===== src/rtl/xoodyak_seq_if.sv =====
// xoodyak_seq_if -- request and core-control bundle of the Xoodyak session sequencer.
//   req_valid/req_ready     request handshake (accept when both high)
//   req_dec                 0 = encrypt, 1 = decrypt
//   req_ad_blks/txt_blks    block counts of the session
//   core_start              one-cycle launch pulse to the permutation core
//   core_opmode             operation selector held while the core runs
//   core_blk_idx            block index within the current phase
//   core_finished           completion pulse from the core
// master: requester/core side, slave: the sequencer.
interface xoodyak_seq_if #(
  parameter int BLKW = 6
);
  logic            req_valid;
  logic            req_ready;
  logic            req_dec;
  logic [BLKW-1:0] req_ad_blks;
  logic [BLKW-1:0] req_txt_blks;
  logic            core_start;
  logic [3:0]      core_opmode;
  logic [BLKW-1:0] core_blk_idx;
  logic            core_finished;

  modport master (
    output req_valid, req_dec, req_ad_blks, req_txt_blks, core_finished,
    input  req_ready, core_start, core_opmode, core_blk_idx
  );

  modport slave (
    input  req_valid, req_dec, req_ad_blks, req_txt_blks, core_finished,
    output req_ready, core_start, core_opmode, core_blk_idx
  );
endinterface


===== src/rtl/xoodyak_seq.sv =====
// xoodyak_seq -- sequences one Xoodyak AEAD session over a permutation core.
// Ports:
//   eph1      clock
//   reset_n   async active-low reset, release synchronised to eph1
//   bus       xoodyak_seq_if.slave: request handshake and core control
//   abort     synchronous session abort
//   sess_done one-cycle pulse on normal session end
//   sess_err  one-cycle pulse on abort or watchdog timeout
//   busy      high whenever not IDLE
// Build option: define XOODYAK_SEQ_RATCHET_EN to insert a ratchet operation
// between associated-data absorption and the text phase.
//
// state   | meaning
// IDLE    | waiting for a request, req_ready high
// INIT    | one init operation
// NONCE   | one nonce absorb
// ASSOC   | max(ad,1) associated-data absorbs
// RATCHET | one ratchet (only with XOODYAK_SEQ_RATCHET_EN)
// TEXT    | txt encrypt/decrypt blocks, skipped when txt=0
// SQZ     | one tag squeeze
// FIN     | one cycle, sess_done pulse
// Every operation state runs an ISSUE cycle (wait_q=0, core_start) then WAIT.
module xoodyak_seq #(
  parameter int BLKW = 6,
  parameter int TMO  = 255
) (
  input  logic         eph1,
  input  logic         reset_n,
  xoodyak_seq_if.slave bus,
  input  logic         abort,
  output logic         sess_done,
  output logic         sess_err,
  output logic         busy
);
  localparam int WDW = $clog2(TMO + 1);
  localparam logic [WDW-1:0] WD_LAST = WDW'(TMO - 1);
  localparam logic [BLKW:0]  IDX_ONE = (BLKW + 1)'(1);

  localparam logic [3:0] OP_IDLE = 4'd0, OP_INIT = 4'd1, OP_NONCE = 4'd2,
                         OP_ASSOC = 4'd3, OP_ENC = 4'd4, OP_DEC = 4'd5,
                         OP_SQZ = 4'd6, OP_RATCHET = 4'd7;

  typedef enum logic [2:0] {
    IDLE, INIT, NONCE, ASSOC,
`ifdef XOODYAK_SEQ_RATCHET_EN
    RATCHET,
`endif
    TEXT, SQZ, FIN
  } state_t;

  function automatic logic [3:0] op_of(input state_t s, input logic dec);
    case (s)
      INIT:    op_of = OP_INIT;
      NONCE:   op_of = OP_NONCE;
      ASSOC:   op_of = OP_ASSOC;
`ifdef XOODYAK_SEQ_RATCHET_EN
      RATCHET: op_of = OP_RATCHET;
`endif
      TEXT:    op_of = dec ? OP_DEC : OP_ENC;
      SQZ:     op_of = OP_SQZ;
      default: op_of = OP_IDLE;
    endcase
  endfunction

  function automatic state_t next_phase(input state_t s, input logic [BLKW-1:0] txt);
    case (s)
      INIT:    next_phase = NONCE;
      NONCE:   next_phase = ASSOC;
`ifdef XOODYAK_SEQ_RATCHET_EN
      ASSOC:   next_phase = RATCHET;
      RATCHET: next_phase = (txt == '0) ? SQZ : TEXT;
`else
      ASSOC:   next_phase = (txt == '0) ? SQZ : TEXT;
`endif
      TEXT:    next_phase = SQZ;
      default: next_phase = FIN;
    endcase
  endfunction

  // Release of reset takes effect one edge late so the FSM never sees a
  // partial-cycle deassertion.
  logic rst_sync_q;
  always_ff @(posedge eph1 or negedge reset_n)
    if (!reset_n) rst_sync_q <= 1'b0;
    else          rst_sync_q <= 1'b1;

  state_t          st_q, st_d;
  logic            wait_q, wait_d;
  logic [BLKW-1:0] idx_q, idx_d, ad_q, ad_d, txt_q, txt_d;
  logic [WDW-1:0]  wd_q, wd_d;
  logic            dec_q, dec_d;
  logic [3:0]      op_q, op_d;
  logic            start_q, start_d, done_q, done_d, err_q, err_d;
  logic            ready_q, ready_d, busy_q, busy_d;
  logic [BLKW:0]   idx_inc;
  logic            blk_last;

  always_comb begin
    st_d    = st_q;
    wait_d  = wait_q;
    idx_d   = idx_q;
    wd_d    = wd_q;
    dec_d   = dec_q;
    ad_d    = ad_q;
    txt_d   = txt_q;
    op_d    = op_q;
    start_d = 1'b0;
    done_d  = 1'b0;
    err_d   = 1'b0;
    // One extra bit so a count of 2^BLKW-1 terminates without wrapping.
    idx_inc = {1'b0, idx_q} + IDX_ONE;
    case (st_q)
      ASSOC:   blk_last = idx_inc >= {1'b0, ad_q};   // ad=0 still absorbs once
      TEXT:    blk_last = idx_inc >= {1'b0, txt_q};
      default: blk_last = 1'b1;
    endcase

    case (st_q)
      IDLE: if (bus.req_valid) begin
        dec_d   = bus.req_dec;
        ad_d    = bus.req_ad_blks;
        txt_d   = bus.req_txt_blks;
        st_d    = INIT;
        wait_d  = 1'b0;
        idx_d   = '0;
        wd_d    = '0;
        op_d    = OP_INIT;
        start_d = 1'b1;
      end
      // The session has already reported done; abort no longer applies.
      FIN: st_d = IDLE;
      default: begin
        if (abort || (wait_q && wd_q == WD_LAST)) begin
          st_d   = IDLE;
          wait_d = 1'b0;
          idx_d  = '0;
          wd_d   = '0;
          op_d   = OP_IDLE;
          err_d  = 1'b1;
        end else if (!wait_q) begin
          // ISSUE cycle: a finished pulse here belongs to no operation.
          wait_d = 1'b1;
          wd_d   = WDW'(1);
        end else if (bus.core_finished) begin
          wait_d = 1'b0;
          wd_d   = '0;
          if (!blk_last) begin
            idx_d   = idx_inc[BLKW-1:0];
            start_d = 1'b1;
          end else begin
            idx_d = '0;
            st_d  = next_phase(st_q, txt_q);
            op_d  = op_of(st_d, dec_q);
            if (st_d == FIN) done_d  = 1'b1;
            else             start_d = 1'b1;
          end
        end else begin
          wd_d = wd_q + WDW'(1);
        end
      end
    endcase

    ready_d = (st_d == IDLE);
    busy_d  = (st_d != IDLE);
  end

  always_ff @(posedge eph1 or negedge rst_sync_q) begin
    if (!rst_sync_q) begin
      st_q    <= IDLE;
      wait_q  <= 1'b0;
      idx_q   <= '0;
      wd_q    <= '0;
      dec_q   <= 1'b0;
      ad_q    <= '0;
      txt_q   <= '0;
      op_q    <= OP_IDLE;
      start_q <= 1'b0;
      done_q  <= 1'b0;
      err_q   <= 1'b0;
      ready_q <= 1'b1;
      busy_q  <= 1'b0;
    end else begin
      st_q    <= st_d;
      wait_q  <= wait_d;
      idx_q   <= idx_d;
      wd_q    <= wd_d;
      dec_q   <= dec_d;
      ad_q    <= ad_d;
      txt_q   <= txt_d;
      op_q    <= op_d;
      start_q <= start_d;
      done_q  <= done_d;
      err_q   <= err_d;
      ready_q <= ready_d;
      busy_q  <= busy_d;
    end
  end

  assign bus.req_ready    = ready_q;
  assign bus.core_start   = start_q;
  assign bus.core_opmode  = op_q;
  assign bus.core_blk_idx = idx_q;
  assign sess_done        = done_q;
  assign sess_err         = err_q;
  assign busy             = busy_q;
endmodule


===== src/flat_wrapper.sv =====
// flat-port wrapper written by rule: the top's interface ports become plain ports
module xoodyak_seq_flat 
#(
  parameter int BLKW = 6,
  parameter int TMO  = 255
)
  (eph1, reset_n, abort, sess_done, sess_err, busy, bus_req_valid, bus_req_dec, bus_req_ad_blks, bus_req_txt_blks, bus_core_finished, bus_req_ready, bus_core_start, bus_core_opmode, bus_core_blk_idx);
  xoodyak_seq_if #(.BLKW(BLKW)) bus_i ();
  input  logic eph1;
  input  logic reset_n;
  input  logic abort;
  output logic sess_done;
  output logic sess_err;
  output logic busy;
  input wire logic [$bits(bus_i.req_valid)-1:0] bus_req_valid;
  input wire logic [$bits(bus_i.req_dec)-1:0] bus_req_dec;
  input wire logic [$bits(bus_i.req_ad_blks)-1:0] bus_req_ad_blks;
  input wire logic [$bits(bus_i.req_txt_blks)-1:0] bus_req_txt_blks;
  input wire logic [$bits(bus_i.core_finished)-1:0] bus_core_finished;
  output wire logic [$bits(bus_i.req_ready)-1:0] bus_req_ready;
  output wire logic [$bits(bus_i.core_start)-1:0] bus_core_start;
  output wire logic [$bits(bus_i.core_opmode)-1:0] bus_core_opmode;
  output wire logic [$bits(bus_i.core_blk_idx)-1:0] bus_core_blk_idx;
  assign bus_i.req_valid = bus_req_valid;
  assign bus_i.req_dec = bus_req_dec;
  assign bus_i.req_ad_blks = bus_req_ad_blks;
  assign bus_i.req_txt_blks = bus_req_txt_blks;
  assign bus_i.core_finished = bus_core_finished;
  assign bus_req_ready = bus_i.req_ready;
  assign bus_core_start = bus_i.core_start;
  assign bus_core_opmode = bus_i.core_opmode;
  assign bus_core_blk_idx = bus_i.core_blk_idx;
  xoodyak_seq #(.BLKW(BLKW), .TMO(TMO)) u_core (.eph1(eph1), .reset_n(reset_n), .bus(bus_i), .abort(abort), .sess_done(sess_done), .sess_err(sess_err), .busy(busy));
endmodule

===== config.mk =====
export PLATFORM = sky130hd
export DESIGN_NAME = xoodyak_seq_flat
export DESIGN_NICKNAME = d
export VERILOG_FILES = /design/src/rtl/xoodyak_seq_if.sv /design/src/rtl/xoodyak_seq.sv /design/src/flat_wrapper.sv
export SDC_FILE = /design/constraint.sdc
export NUM_CORES = 1
export LEC_CHECK = 0
export CAP_MARGIN = 5
export CORE_UTILIZATION = 50
export DETAILED_ROUTE_END_ITERATION = 8
export PLACE_DENSITY = 0.74
export SLEW_MARGIN = 40
export SYNTH_ARGS = -nofsm -noshare
export SYNTH_HDL_FRONTEND = slang
export SYNTH_SLANG_ARGS = --single-unit

===== constraint.sdc =====
create_clock -name eph1 -period 1.5 [get_ports eph1]
set_input_delay 0.3 -clock eph1 [delete_from_list [all_inputs] [get_ports eph1]]
set_output_delay 0.3 -clock eph1 [all_outputs]
set_load 0.02 [all_outputs]

==> out/results.txt <==
worst flop-to-flop path startpoint - u_core.bus.core_blk_idx[0]$_DFFE_PN0P_
layout cell share with drive strength beyond 1 - 42.32%
placed cell count - 378
final WL - 7952 µm
area grow syn2layout - 60.53%
instance count of the mapped netlist - 232
clk slew on worst S/H paths - 0.09 ns
Power Density - 1280 nW/µm²
post-synthesis sequential area ratio - 42.90%
slew margin rel. - 64.49%
Post-Syn Area - 2336 µm²
Pint - 2.942 mW
clk buf depth - 2
pin count of the biggest net entering global routing - 40
FMAX - 357.6 MHz
most frequent cells in the layout - 65 x buf_4, 36 x dfrtp_1, 23 x nand2_1
clock sink count - 40
RSZ-0062 raised after global routing - true
Critical path origin - u_core.bus.core_blk_idx[0]$_DFFE_PN0P_
antenna violation net count after detailed routing - 0
core box area - 4414 µm²
ANT cells - 0
Mapped Nets - 269
HP Class - in2async
die width - 70.35 µm
Final nets - 381
Combinational Power Share - 53.8%
# DRC - 0
FFs w/ async S/R, synth - 100.0%
initial antenna violation count - 0
Setup Viol. Count Final - 28
status - complete, but fails checks
per-cell routed wire length - 20.03 µm
register bit count reported by yosys - 40
die area - 4949 µm²
final period utilization - 186.4%
root buffer cell - clkbuf_8
CTS tree - built
clock power share - 14.9%
number of buffers created by CTS - 5
IO Count - 33
final worst slack - -1.296 ns
maxcap violations - 0
CP endpoint kind - register
Worst EP arrival - 3.02 ns
Pre-antenna DRT Iters - 5
commonest non-fill, non-tap cell in the layout - buf_4
Slew @ Worst Pin - 0.5291 ns
cts-stage hold buffer count - 0
Seq pwr share - 31.3%
H-tree Lvls - 2
Sw Share - 38.68%
vias per cell - 5.866
Critical Path RT - 1.72 ns
CP startpoint kind - register
PortBufs - 31
non-filler cells, final - 397
R2R cell count - 11
Final Hold Viols - 0
worst-path maximum fanout - 4
mean area per synthesized cell - 10.07 µm²
Final Max Slew Viols - 0
P_leak - 1.781 nW
Starting DRT DRC Count - 268
failing checks - negative setup slack
sw power - 1.856 mW
vias - 2,329
Max VDD drop - 0.001007 V
Distinct cells, synth - 57
CP Class - reg2reg
Primary FF master, synth - dfrtp_1
clk_lat worst skew - 0.30 ns
minimum clock period after layout - 2.796 ns
num rows - 24
grt total ovfl - 0
synth warn - 0
DP HPWL - 4331 µm
GPL Wtd Cong - 0.8496
Sum Neg Setup Slack - -18.91 ns
vias in the first global route - 2,389
die height - 70.35 µm
number of synthesized flops with an enable pin - 0
Initial Util - 52.92%
Total GRT Usage - 29.88%
first-pass GRT wire length - 11,360 µm
Setup Skew - 0.01587 ns
## metal layers
metal  track usage [%]  wire length (µm)  up-vias
met5                 0                 0        -
met4             14.67               351        0
met3             5.772               491       43
met2             51.85              4079      122
met1             34.98              3029     1127
li1                  -                 -     1037
## per-stage QoR
step / cell area [µm²] / setup WS, ns / util [%] / hold slack, ns / power [mW]
floorplan: 2430 / -1.206 / - / 0.004409 / 2.491
global placement: 3288 / -1.058 / 74.49 / 0.2423 / 3.367
detailed placement: 3288 / -1.123 / 74.49 / 0.2567 / 3.433
CTS: 3616 / -1.109 / 81.92 / 0.1486 / 4.432
global route: 3750 / -1.394 / 84.95 / 0.1454 / 5.025
finish: 3750 / -1.296 / 84.95 / 0.1513 / 4.798
## kinds of logic after synthesis
family	synth area share, %
compound gates	18.27
xor+xnor	3.750
fa+ha+maj	10.18
buf+inv	5.517
flops	42.90
mux	3.214
other cells	0.3215
simple gates	15.85
## registers in the layout (all words and copies together), names as in the netlist
name / cells
u_core.bus.core_opmode: 3
u_core.st_q: 3
u_core.bus.core_start: 1
u_core.bus.req_ready: 1
u_core.wait_q: 1
u_core.txt_q: 6
u_core.busy: 1
u_core.sess_err: 1
u_core.sess_done: 1
u_core.wd_q: 8
u_core.rst_sync_q: 1
u_core.bus.core_blk_idx: 6
u_core.ad_q: 6
u_core.dec_q: 1
## repair_timing
item                                    4_1_cts  5_1_grt
setup buffers                                 6        6
gates cloned                                  0        1
endpoints found under the setup margin       52       39
gates resized for setup                      59       25
pin swaps                                    30       18
## critical path, stage by stage (launching register included)
cell and delay (ns):
dfrtp_2 0.44, ha_4 0.17, xor2_1 0.29, ha_1 0.23
nand2_1 0.08, o21ai_1 0.16, nand4_1 0.25, buf_4 0.23
a31o_2 0.23, buf_4 0.16, nor4_2 0.30, a21o_1 0.18
## power groups by stage
| stage | logic, mW | clock network, mW | registers [mW] |
|---|---|---|---|
| 2_1_floorplan | 0.927 | 0 | 1.56 |
| 3_3_place_gp | 1.87 | 0 | 1.49 |
| 3_5_place_dp | 1.93 | 0 | 1.50 |
| 4_1_cts | 2.24 | 0.706 | 1.49 |
| 5_1_grt | 2.74 | 0.758 | 1.53 |
| 6_report | 2.58 | 0.717 | 1.50 |
## cells in the mapped netlist, types with 4 or more instances
cell | n | area share, %
a21o_1 | 4 | 1.3
a21oi_1 | 5 | 1.1
a22o_1 | 4 | 1.5
and2_1 | 5 | 1.3
buf_2 | 4 | 0.86
dfrtp_1 | 39 | 42
ha_1 | 19 | 10
inv_1 | 20 | 3.2
nand2_1 | 25 | 4.0
nand3_1 | 5 | 1.1
nand4_1 | 5 | 1.3
nor2_1 | 12 | 1.9
o21ai_0 | 13 | 2.8
xor2_1 | 7 | 2.6
## final cells by class
type | instances | area, µm²
Fill cell | 239 | 664.4
Sequential cell | 40 | 1006
Clock buffer | 7 | 76.32
Timing Repair Buffer | 114 | 1018
Clock inverter | 1 | 5.005
Tap cell | 52 | 65.06
Inverter | 21 | 86.33
Multi-Input combinational cell | 162 | 1493
## final timing paths
check | endpoint | slack [ns]
worst max-delay path | u_core.bus.core_opmode[2]$_DFFE_PN0P_ | -1.30
worst min-delay path | u_core.rst_sync_q$_DFF_PN0_ | 0.15
worst max register to register | u_core.bus.core_opmode[2]$_DFFE_PN0P_ | -1.30
worst min register to register | u_core.txt_q[3]$_DFFE_PN0P_ | 0.23
max in group asynchronous | u_core.bus.req_ready$_DFF_PN1_ | 0.99
min in group eph1 | u_core.bus.core_opmode[1]$_DFFE_PN0P_ | 0.53
Power figures use the tool's default switching activity.
